`config.mk`:
```
export PLATFORM = sky130hd
export DESIGN_NAME = mult_arb
export DESIGN_NICKNAME = d
export VERILOG_FILES = /design/src/rtl/mult_arb.sv
export SDC_FILE = /design/constraint.sdc
export NUM_CORES = 1
export LEC_CHECK = 0
export CORE_MARGIN = 2
export CORE_UTILIZATION = 35
export CTS_BUF_LIST = sky130_fd_sc_hd__clkbuf_8
export DETAILED_ROUTE_END_ITERATION = 7
export PLACE_DENSITY_LB_ADDON = 0.08
export SLEW_MARGIN = 20
export SYNTH_ARGS = -nofsm -noshare
export SYNTH_HDL_FRONTEND = slang
export SYNTH_SLANG_ARGS = --single-unit
```
`constraint.sdc`:
```
create_clock -name clk -period 2.1 [get_ports clk]
set_input_delay 0.21 -clock clk [delete_from_list [all_inputs] [get_ports clk]]
set_output_delay 0.21 -clock clk [all_outputs]
set_load 0.01 [all_outputs]
```
`src/rtl/mult_arb.sv`:
```
// Four-requester arbiter in front of a shared multi-cycle multiplier with a busy/done handshake and WAIT timeout.
// Define MULT_ARB_RR_EN for round-robin arbitration; otherwise fixed priority with req[0] highest.
module mult_arb #(
    parameter int W          = 8,
    parameter int START_HOLD = 2,
    parameter int TMO_CYC    = 64
) (
    input  logic             clk,
    input  logic             reset,
    input  logic [3:0]       req,
    input  logic [4*W-1:0]   a_in,
    input  logic [4*W-1:0]   b_in,
    output logic [3:0]       gnt,
    output logic [3:0]       done,
    output logic [2*W-1:0]   result,
    output logic             err,
    output logic [W-1:0]     m_a,
    output logic [W-1:0]     m_b,
    output logic             m_start,
    input  logic             m_busy,
    input  logic [2*W-1:0]   m_ab
);

    typedef enum logic [1:0] {
        IDLE  = 2'd0,
        START = 2'd1,
        WAIT  = 2'd2,
        DONE  = 2'd3
    } state_t;

    state_t          state_q, state_d;
    logic [3:0]      gnt_q, gnt_d;
    logic [3:0]      done_q, done_d;
    logic [2*W-1:0]  result_q, result_d;
    logic            err_q, err_d;
    logic [W-1:0]    m_a_q, m_a_d;
    logic [W-1:0]    m_b_q, m_b_d;
    logic            m_start_q, m_start_d;
    logic [3:0]      hold_cnt_q, hold_cnt_d;
    logic [7:0]      tmo_cnt_q, tmo_cnt_d;
    logic            seen_busy_q, seen_busy_d;
    logic [1:0]      idx_q, idx_d;

    logic [W-1:0]    a_slice [4];
    logic [W-1:0]    b_slice [4];
    logic [1:0]      base;
    logic [3:0]      req_rot;
    logic [1:0]      sel_off;
    logic [1:0]      sel_idx;

`ifdef MULT_ARB_RR_EN
    logic [1:0]      rr_ptr_q, rr_ptr_d;
    assign base = rr_ptr_q;
`else
    assign base = 2'd0;
`endif

    for (genvar gi = 0; gi < 4; gi++) begin : g_slice
        assign a_slice[gi] = a_in[gi*W +: W];
        assign b_slice[gi] = b_in[gi*W +: W];
        // Rotate so that position 0 is the requester the search starts from.
        assign req_rot[gi] = req[base + 2'(gi)];
    end

    always_comb begin
        sel_off = 2'd0;
        for (int i = 3; i >= 0; i--) begin
            if (req_rot[i]) begin
                sel_off = 2'(i);
            end
        end
    end

    assign sel_idx = base + sel_off;

    always_comb begin
        state_d     = state_q;
        gnt_d       = gnt_q;
        done_d      = done_q;
        result_d    = result_q;
        err_d       = err_q;
        m_a_d       = m_a_q;
        m_b_d       = m_b_q;
        m_start_d   = m_start_q;
        hold_cnt_d  = hold_cnt_q;
        tmo_cnt_d   = tmo_cnt_q;
        seen_busy_d = seen_busy_q;
        idx_d       = idx_q;
`ifdef MULT_ARB_RR_EN
        rr_ptr_d    = rr_ptr_q;
`endif

        case (state_q)
            IDLE: begin
                if (|req) begin
                    idx_d      = sel_idx;
                    gnt_d      = 4'b0001 << sel_idx;
                    m_a_d      = a_slice[sel_idx];
                    m_b_d      = b_slice[sel_idx];
                    m_start_d  = 1'b1;
                    hold_cnt_d = 4'(START_HOLD);
                    state_d    = START;
                end
            end
            START: begin
                seen_busy_d = seen_busy_q | m_busy;
                if (hold_cnt_q == 4'd1) begin
                    // Fresh busy tracking for WAIT; busy seen on this very cycle still counts.
                    m_start_d   = 1'b0;
                    hold_cnt_d  = 4'd0;
                    seen_busy_d = m_busy;
                    tmo_cnt_d   = 8'd0;
                    state_d     = WAIT;
                end else begin
                    hold_cnt_d = hold_cnt_q - 4'd1;
                end
            end
            WAIT: begin
                seen_busy_d = seen_busy_q | m_busy;
                if (seen_busy_q && !m_busy) begin
                    result_d = m_ab;
                    err_d    = 1'b0;
                    done_d   = 4'b0001 << idx_q;
                    state_d  = DONE;
                end else if (tmo_cnt_q == 8'(TMO_CYC - 1)) begin
                    result_d = '0;
                    err_d    = 1'b1;
                    done_d   = 4'b0001 << idx_q;
                    state_d  = DONE;
                end else begin
                    tmo_cnt_d = tmo_cnt_q + 8'd1;
                end
            end
            DONE: begin
                gnt_d   = 4'd0;
                done_d  = 4'd0;
                err_d   = 1'b0;
                state_d = IDLE;
`ifdef MULT_ARB_RR_EN
                rr_ptr_d = idx_q + 2'd1;
`endif
            end
            default: begin
                state_d = IDLE;
            end
        endcase
    end

    always_ff @(posedge clk or posedge reset) begin
        if (reset) begin
            state_q     <= IDLE;
            gnt_q       <= 4'd0;
            done_q      <= 4'd0;
            result_q    <= '0;
            err_q       <= 1'b0;
            m_a_q       <= '0;
            m_b_q       <= '0;
            m_start_q   <= 1'b0;
            hold_cnt_q  <= 4'd0;
            tmo_cnt_q   <= 8'd0;
            seen_busy_q <= 1'b0;
            idx_q       <= 2'd0;
`ifdef MULT_ARB_RR_EN
            rr_ptr_q    <= 2'd0;
`endif
        end else begin
            state_q     <= state_d;
            gnt_q       <= gnt_d;
            done_q      <= done_d;
            result_q    <= result_d;
            err_q       <= err_d;
            m_a_q       <= m_a_d;
            m_b_q       <= m_b_d;
            m_start_q   <= m_start_d;
            hold_cnt_q  <= hold_cnt_d;
            tmo_cnt_q   <= tmo_cnt_d;
            seen_busy_q <= seen_busy_d;
            idx_q       <= idx_d;
`ifdef MULT_ARB_RR_EN
            rr_ptr_q    <= rr_ptr_d;
`endif
        end
    end

    assign gnt     = gnt_q;
    assign done    = done_q;
    assign result  = result_q;
    assign err     = err_q;
    assign m_a     = m_a_q;
    assign m_b     = m_b_q;
    assign m_start = m_start_q;

endmodule

```
# == Word-level counts from Yosys, hierarchy flattened ==
# Index checks and enable logic that the tools add are counted.
# Widths: inputs -> output; s select.
# op_classes
add_sub_neg,2
n_lt_le_gt_ge,1
n_eq_ne,10
shift,2
mux,37
bitwise_logic,2
reduce_logical,17
# op_table
cell,count
$mux 8,7
$bmux 8 s2,2
$mux 16,2
$pmux 4 s2,3
$mux 4,5
$mux 2,8
$pmux 8 s2,1
$reduce_and 2->1,5
$reduce_bool 2->1,5
$add 8x1->8 const B,1
$eq 8x6->1 const B,1
$ne 2x2->1 const B,4
$pmux 2 s4,1
$shl 1x2->4 const A,2
$pmux 1 s2,3
$reduce_and 3->1,2
$mux 1,5
$eq 2x2->1 const B,2
$eq 4x1->1 const B,1
$reduce_and 4->1,1
$reduce_or 4->1,1
$sub 4x1->4 const B,1
$ge 3x3->1 const B,1
$ne 3x3->1 const B,1
other kinds (6),6
# word_totals
reg_bits,59
in_bits,87
out_inout_bits,42

# == Longest topological paths before layout ==
# Gate-level depths: netlist (run 1).
# depth
word_depth,8
ltp_mapped,7
depth_no_buf,6

# == Worst setup path after synthesis (run 1) ==
# Ideal clock, no wire load.
# synth_path
path_type,register to register
start,register hold_cnt_q[1]
end,register tmo_cnt_q[5]
setup_time_ps,123
arrival_time_ps,1908
setup_slack_ps,69
stages_incl_launch_ff,8
cell_sequence,dfrtp_1 inv_1 ha_1 or3b_1 buf_6 a211o_4 or3_1 mux2i_1
# synth_via
elab_chain_cells,3
# synth_rtl
item,line_no,rtl
"start, declared",39,"logic [3:0] hold_cnt_q, hold_cnt_d;"
"start signal, assigned",175,hold_cnt_q <= hold_cnt_d;
$eq 4x1->1,107,if (hold_cnt_q == 4'd1) begin
$ne 2x2->1 (no source line),n/a,
$reduce_and 4->1 (no source line),n/a,
"end signal, assigned",176,tmo_cnt_q <= tmo_cnt_d;
"end, declared",40,"logic [7:0] tmo_cnt_q, tmo_cnt_d;"
# No other way between the ends.
# A chain may end at the register's enable or synchronous reset.

# == Worst setup path after layout (run 1) ==
# Ends and elaborated chain as after synthesis.

==> results of run 1 <==
[power by group through the flow]
stage	sequential [mW]	clock, mW	combinational [mW]
floorplan	2.07	0	1.27
global placement	1.93	0	2.72
detailed placement	1.94	0	2.76
CTS	1.93	1.06	2.80
global route	2.00	1.10	3.11
finish	1.93	1.02	2.83
[worst max-delay path, cell delays in order (launching register included)]
cell and delay [ns]:
dfrtp_1 0.40, inv_2 0.08, ha_1 0.15, or3b_4 0.40, a211o_4 0.37, or3_1 0.37, mux2i_1 0.13
[layout make-up]
cell class              instances  area (um^2)
flip-flops and latches         59         1480
multi-input cells             209         1490
clock buffers                  10          138
well taps                     108          135
clock inverters                 6         56.3
repair buffers                148         1440
fillers                       810         3810
inverters                      12         45.0
[final timing paths]
path,start,endpoint,slack [ns],cells after the start
max,hold_cnt_q[1]$_DFFE_PP0P_,tmo_cnt_q[5]$_DFFE_PP0P_,0.09,6
min,reset,result[0]$_DFFE_PP0P_,0.23,2
max reg2reg,hold_cnt_q[1]$_DFFE_PP0P_,tmo_cnt_q[5]$_DFFE_PP0P_,0.09,6
min reg2reg,m_a[5]$_DFFE_PP0P_,m_a[5]$_DFFE_PP0P_,0.48,2
max in group asynchronous,reset,m_a[6]$_DFFE_PP0P_,1.29,3
min in group clk,m_a[5]$_DFFE_PP0P_,m_a[5]$_DFFE_PP0P_,0.48,2
[registers in the layout, indices dropped and copies added (netlist names)]
register     cells
done             4
m_b              8
result          16
gnt              4
seen_busy_q      1
state_q          2
idx_q            2
err              1
m_start          1
hold_cnt_q       4
m_a              8
tmo_cnt_q        8
[stage by stage]
stage                     setup TNS (ns)  power, mW   util  hold WS [ns]  instance area [um^2]
after floorplan                        0       3.34      -         0.350                  3050
after global placement            -0.308       4.65  0.529         0.461                  4550
after detailed placement           -1.02       4.70  0.529         0.470                  4550
after CTS                              0       5.79  0.554         0.226                  4760
after global routing                   0       6.21  0.557         0.264                  4780
final                                  0       5.78  0.557         0.230                  4780
[per-layer routing]
layer	vias to the layer above	GRT usage
met1	1359	0.263
met5	-	0
met4	0	0.0545
li1	1421	-
met3	5	0.0432
met2	102	0.302
[logic make-up (layout without fill, tap and decap cells)]
kind of cell,Yosys count,after routing
compound gates,107,108
simple gates,86,86
flops,59,59
buf+inv,32,176
fa+ha+maj,8,8
mux,7,7
[synth_stat cells (all sizes together) (3+ instances only)]
cell | number | area (um^2)
a22o | 18 | 158
inv | 12 | 45.0
clkbuf | 17 | 63.8
nand3 | 7 | 35.0
a21oi | 7 | 35.0
o21ai | 29 | 145
a222oi | 16 | 160
nand4 | 5 | 31.3
buf | 3 | 21.3
nor2 | 10 | 37.5
or3 | 7 | 43.8
dfrtp | 59 | 1480
nand2 | 34 | 128
a21boi | 17 | 128
ha | 8 | 100
o2bb2ai | 3 | 26.3
nand2b | 6 | 37.5
a32o | 3 | 30.0
mux2i | 6 | 60.1
[what timing repair did]
| item | CTS | global route |
|---|---|---|
| hold endpoints to repair | 0 | 0 |
| setup buffers | 0 | 1 |
| pin swaps | 0 | 2 |
| cloned | 0 | 1 |
| endpoints found under the setup margin | 2 | 5 |
| resized for setup | 2 | 3 |
==> flow_metrics.tcl, run 1 <==
set metrics [dict create \
    status "complete, no violations" \
    final_layout_size_suffix_gt1_frac 0.106 \
    detail-route-antenna-nets 0 \
    grt_overflow 0 \
    root_buffer "clkbuf_8" \
    start_util 0.355 \
    grt_pass1_wl_mm 14.6 \
    seqPwrFrac 0.334 \
    p_clk_frac 0.177 \
    synth_compound_area_frac 0.269 \
    p_sw_mw 2.12 \
    numClockSinks 59 \
    endpoint_kind "register" \
    dpl.hpwl_mm 6.52 \
    htree_levels 3 \
    yosys_warnings 0 \
    synth_xor_area_frac 0 \
    cts_hold_buf 0 \
    antenna_cells 0 \
    fp.dieH_um 97.3 \
    antenna_found_initial 0 \
    core_um2 8590 \
    place_worst_setup_slack_ns -0.111 \
    syn_to_final_growth_pct 57.0 \
    fin_skew_ns 0.0103 \
    arrival_ns 2.23 \
    peakVddDrop_mv 0.550 \
    synthSimpleGateAreaFrac 0.147 \
    power_leakage_nw 2.02 \
    ios 129 \
    drc 0 \
    grt_start_max_net_pins 38 \
    power.internal_mw 3.66 \
    p_sw_frac 0.366 \
    clk_latency_ns 0.33 \
    synthAdderAreaFrac 0.0329 \
    cp_data_required_time_ns 2.32 \
    top_layer "met4" \
    maxCapViolations 0 \
    stdcell_count 552 \
    layout.nets 534 \
    fmax_ghz 0.499 \
    final_cell_mix "clkdlybuf4s50_1, dfrtp_1, nand2_1" \
    grt_pass1_vias 2885 \
    drt_first_pass_iters 7 \
    hold_viol_final 0 \
    yosys-mux-area-fraction 0.0234 \
    track_usage 0.190 \
    syn_area_per_cell_um2 10.2 \
    combinationalPowerShare 0.490 \
    mostFrequentLayoutCell "clkdlybuf4s50_1" \
    synth_nets 394 \
    drt_iter0_markers 149 \
    syn_inst 299 \
    dieArea_um2 9470 \
    synth_cell_types 45 \
    setup_viol 0 \
    path_class "reg -> reg" \
    rows 34 \
    clockBufferDepth 2 \
    setup_ws_ns 0.0947 \
    wl_mm 8.88 \
    numCtsBuffers 9 \
    via_count 2887 \
    post_drt_wl_per_cell_um 16.1 \
    netlist_area_um2 3050 \
    cp_max_fo 5 \
    wl_met1_mm 4.27 \
    met2WireLength_mm 4.10 \
    path_clk_slew_ns 0.07 \
    yosysSeqAreaShare 0.485 \
    start_kind "register" \
    synth-edff-count 0 \
    met3_length_um 451 \
    die_w_um 97.3 \
    power_per_cell_area_nw_per_um2 1210 \
    fin_crit_sh 0.955 \
    rsz0062_at_grt "false" \
    period_needed_ns 2.01 \
    synthArstFlopShare 1.00 \
    slew_viol_final 0 \
    synth_top_flop_cell "dfrtp_1" \
    slew-limit-headroom 0.272 \
    cts_tree "built" \
    holdCritPathClass "in -> async" \
    worst_slew_pin_slew_ns 1.09 \
    synth_top_family_by_area "compound AO/OA/AOI/OAI gates" \
    synth-seq-cells 59 \
    place_inst 534 \
    port_buffers 128 \
    vias_per_cell 5.23 \
    place_congestion 0.833 \
]
Note: power is estimated with default switching activity, not from simulation.
==> inputs of run 2 (changes only) <==
Clock period 2.1 ns to 1.7 ns, I/O delays scaled along.
==> flow_metrics.tcl, run 2 (synthesized netlist as in run 1, its figures left out) <==
set metrics [dict create \
    status "complete, but fails checks" \
    violations "setup timing" \
    syn_to_final_growth_pct 69.5 \
    setup_viol 9 \
    rows 34 \
    ios 129 \
    peakVddDrop_mv 0.716 \
    place_worst_setup_slack_ns -0.508 \
    slew-limit-headroom 0.552 \
    drt_first_pass_iters 6 \
    post_drt_wl_per_cell_um 15.9 \
    layout.nets 571 \
    grt_overflow 0 \
    path_clk_slew_ns 0.07 \
    regToRegSetupSlack_ns -0.23 \
    largest_reg_flops 16 \
    rsz0062_at_grt "true" \
    final_area_um2 5160 \
    dpl.hpwl_mm 6.76 \
    fin_crit_sh 1.14 \
    fillers 724 \
    fp.dieH_um 97.3 \
    period_needed_ns 1.93 \
    post-route-util 0.601 \
    fmax_ghz 0.517 \
    clk_latency_ns 0.33 \
    crit_cells 6 \
    root_buffer "clkbuf_8" \
    crit_slowest_cell "dfrtp_1" \
    maxCapViolations 0 \
    rr_worst_depth 6 \
    power_per_cell_area_nw_per_um2 1480 \
    placed_cell_area_um2 4840 \
    drt_iter0_markers 164 \
    numClockSinks 59 \
    power_leakage_nw 2.23 \
    grtUsageMet1 0.249 \
    cp_data_required_time_ns 1.92 \
    multi_input_area_um2 1550 \
    stdcell_count 589 \
    port_buffers 128 \
    path_class "reg -> reg" \
    met2_usage 0.356 \
    dieArea_um2 9470 \
    place_congestion 0.812 \
    cp_top_family "simple AND/OR/NAND/NOR gates" \
    antenna_cells 0 \
    start_kind "register" \
    busiest_layer "met2" \
    track_usage 0.203 \
    hold_viol_final 0 \
    worst_slew_pin_slew_ns 0.669 \
    vias_per_cell 5.20 \
    place_inst 569 \
    whs_ns 0.260 \
    fin_skew_ns 0.00839 \
    grt_pass1_wl_mm 15.6 \
    grt_util_met3 0.0532 \
    via_count 3063 \
    final_layout_size_suffix_gt1_frac 0.195 \
    grt_pass1_vias 3183 \
    antenna_found_initial 0 \
    numCtsBuffers 9 \
    cts_hold_buf 0 \
    worst-path-buf-inv 1 \
    cpPeakStageDelay_ns 0.38 \
    holdCritPathClass "in -> async" \
    arrival_ns 2.16 \
    clockBufferDepth 2 \
    regArea_um2 1480 \
    die_w_um 97.3 \
    setup_ws_ns -0.233 \
    slew_viol_final 0 \
    detail-route-antenna-nets 0 \
    grt_start_max_net_pins 60 \
    drc 0 \
    core_um2 8590 \
    wl_mm 9.38 \
    cp_max_fo 8 \
    final_cell_mix "clkdlybuf4s50_1, dfrtp_1, buf_4" \
    timing.critical_path.cells "inv_2, ha_4, or3b_4, a211o_4, or3_1, mux2i_1" \
    start_util 0.355 \
    endpoint_kind "register" \
    cts_tree "built" \
    mostFrequentLayoutCell "clkdlybuf4s50_1" \
    htree_levels 3 \
]
run 2: cell types whose count changed in the layout (fill, tap and decap cells not counted), moves of 2 or more:
cell,previous run,this run
ha_4,0,2
buf_4,19,54
buf_12,1,3
o21ai_2,1,3
o21ai_0,19,16
a21oi_1,7,4
ha_1,8,6
a21oi_2,0,2
run 2: worst register-to-register path: stages, from the launching register on:
cell     delay, ns
dfrtp_1       0.38
inv_2         0.07
ha_4          0.13
or3b_4        0.38
a211o_4       0.37
or3_1         0.37
mux2i_1       0.13
run 2: final cells by class:
class | instances | area share
Clock buffer | 9 | 0.0240
Clock inverter | 7 | 0.0133
Inverter | 12 | 0.00872
Multi-Input combinational cell | 208 | 0.301
Sequential cell | 59 | 0.286
Tap cell | 108 | 0.0262
Timing Repair Buffer | 186 | 0.341
run 2: worst paths after layout:
kind | startpoint | end
worst max-delay path | hold_cnt_q[1]$_DFFE_PP0P_ | tmo_cnt_q[5]$_DFFE_PP0P_
worst min-delay path | reset | result[10]$_DFFE_PP0P_
worst max register to register | hold_cnt_q[1]$_DFFE_PP0P_ | tmo_cnt_q[5]$_DFFE_PP0P_
worst min register to register | m_b[6]$_DFFE_PP0P_ | m_b[6]$_DFFE_PP0P_
max in group asynchronous | reset | state_q[1]$_DFFE_PP0P_
min in group clk | req[0] | gnt[2]$_DFFE_PP0P_
run 2: stage by stage:
| step | total power, mW | setup TNS, ns |
|---|---|---|
| 6_report | 7.64 | -1.35 |
| 5_1_grt | 8.24 | -2.08 |
| 4_1_cts | 7.65 | -1.38 |
| 3_5_place_dp | 6.22 | -11.08 |
| 3_3_place_gp | 6.17 | -12.48 |
| 2_1_floorplan | 4.14 | -1.40 |
run 2: what timing repair did:
action | in CTS | in global routing
cloned | 0 | 1
resized for setup | 10 | 9
pin swaps | 2 | 4
setup buffers | 1 | 2
setup endpoints to repair | 45 | 47
run 2: routing by layer:
layer	vias up	routed length [um]	share of wire
met5	-	0	0
met4	0	131	0.014
met3	8	518	0.055
met2	96	4740	0.51
met1	1464	3990	0.43
li1	1495	-	-
run 2: power breakdown:
part | switching, mW | internal (mW) | total (mW) | leakage [nW]
Clock | 0.584 | 0.671 | 1.25 | 0.0950
Sequential | 0.329 | 1.99 | 2.32 | 0.749
Combinational | 1.84 | 2.23 | 4.07 | 1.38
==> inputs of run 3 (changes only) <==
Settings changed: SKIP_CTS_REPAIR_TIMING set to 1.
==> flow_metrics.tcl, run 3 (synthesized netlist as in run 1, its figures left out) <==
set metrics [dict create \
    status "complete, but fails checks" \
    violations "setup timing" \
    crit_slowest_cell "dfrtp_1" \
    dpl.hpwl_mm 6.76 \
    via_count 3073 \
    grt_overflow 0 \
    antenna_cells 0 \
    placed_cell_area_um2 4840 \
    die_w_um 97.3 \
    path_clk_slew_ns 0.07 \
    cp_max_fo 8 \
    numClockSinks 59 \
    post_drt_wl_per_cell_um 16.0 \
    worst_slew_pin_slew_ns 0.684 \
    mostFrequentLayoutCell "clkdlybuf4s50_1" \
    drt_first_pass_iters 5 \
    final_cell_mix "clkdlybuf4s50_1, dfrtp_1, buf_4" \
    drc 0 \
    endpoint_kind "register" \
    hold_viol_final 0 \
    path_class "reg -> reg" \
    antenna_found_initial 0 \
    cts_tree "built" \
    fmax_ghz 0.514 \
    port_buffers 128 \
    ios 129 \
    start_kind "register" \
    reg2reg_from "hold_cnt_q[1]$_DFFE_PP0P_" \
    post-route-util 0.600 \
    grt_pass1_vias 3152 \
    htree_levels 3 \
    grt_pass1_wl_mm 15.4 \
    largest_reg_flops 16 \
    arrival_ns 2.17 \
    dieArea_um2 9470 \
    rows 34 \
    period_needed_ns 1.94 \
    detail-route-antenna-nets 0 \
    rsz0062_at_grt "true" \
    slew-limit-headroom 0.542 \
    setup_viol 9 \
    fin_skew_ns 0.00681 \
    maxCapViolations 0 \
    vias_per_cell 5.23 \
    wl_mm 9.38 \
    cp_top_family "simple AND/OR/NAND/NOR gates" \
    holdCritPathClass "in -> async" \
    root_buffer "clkbuf_8" \
    final_layout_size_suffix_gt1_frac 0.196 \
    slew_viol_final 0 \
    layout.nets 570 \
    setup_tns_ns -1.34 \
    setup_ws_ns -0.245 \
    syn_to_final_growth_pct 69.4 \
    fp.dieH_um 97.3 \
    track_usage 0.201 \
    startpoint "hold_cnt_q[1]$_DFFE_PP0P_" \
    place_congestion 0.812 \
    cpPeakStageDelay_ns 0.38 \
    numCtsBuffers 9 \
    power_per_cell_area_nw_per_um2 1480 \
    cp_data_required_time_ns 1.92 \
    peakVddDrop_mv 0.756 \
    clockBufferDepth 2 \
    power_leakage_nw 2.23 \
    total_power_mw 7.66 \
    clk_latency_ns 0.33 \
    grt_start_max_net_pins 60 \
    worst-path-buf-inv 1 \
    start_util 0.355 \
    fin_crit_sh 1.14 \
    timing.critical_path.cells "inv_2, ha_4, or3b_4, a211o_4, or3_1, mux2i_1" \
    core_um2 8590 \
    final_area_um2 5160 \
    drt_iter0_markers 180 \
]
==> run 3: cell types whose count changed in the layout (fill, tap and decap cells not counted), sizes merged <==
cell / change
buf: -1
==> run 3: tightest hold or removal path, stage by stage <==
cell and delay (ns):
clkdlybuf4s50_1 0.44, inv_2 0.08, buf_12 0.29
==> run 3: metrics by stage <==
step	hold slack, ns	instances	setup WS (ns)
floorplan	0.310	299	-0.308
global placement	0.462	569	-0.591
detailed placement	0.475	569	-0.508
CTS	0.254	585	-0.303
global route	0.275	588	-0.316
finish	0.257	588	-0.245
==> run 3: layer usage <==
layer / vias to the layer above / GRT usage / share of wire
met5: - / 0 / 0
li1: 1493 / - / -
met4: 0 / 0.0556 / 0.014
met2: 101 / 0.351 / 0.51
met1: 1471 / 0.247 / 0.42
met3: 8 / 0.0532 / 0.057
==> run 3: report_power, final <==
part	internal, mW	total (mW)	switching, mW
clock network	0.670	1.25	0.584
registers	1.99	2.32	0.327
logic	2.23	4.09	1.85
total	4.89	7.66	2.76
==> run 3: worst paths after layout <==
| kind | end | slack, ns | cells past startpoint |
|---|---|---|---|
| max in group asynchronous | state_q[1]$_DFFE_PP0P_ | 1.18 | 3 |
| min reg2reg | m_b[6]$_DFFE_PP0P_ | 0.48 | 2 |
| min | result[1]$_DFFE_PP0P_ | 0.26 | 3 |
| max reg2reg | tmo_cnt_q[5]$_DFFE_PP0P_ | -0.24 | 6 |
| min in group clk | gnt[2]$_DFFE_PP0P_ | 0.36 | 3 |
| max | tmo_cnt_q[5]$_DFFE_PP0P_ | -0.24 | 6 |
==> run 3: layout make-up <==
class,instances,area [um^2]
fillers,720,3430
repair buffers,185,1750
multi-input cells,208,1560
flip-flops and latches,59,1480
well taps,108,135
clock buffers,9,124
clock inverters,7,68.8
inverters,12,45.0
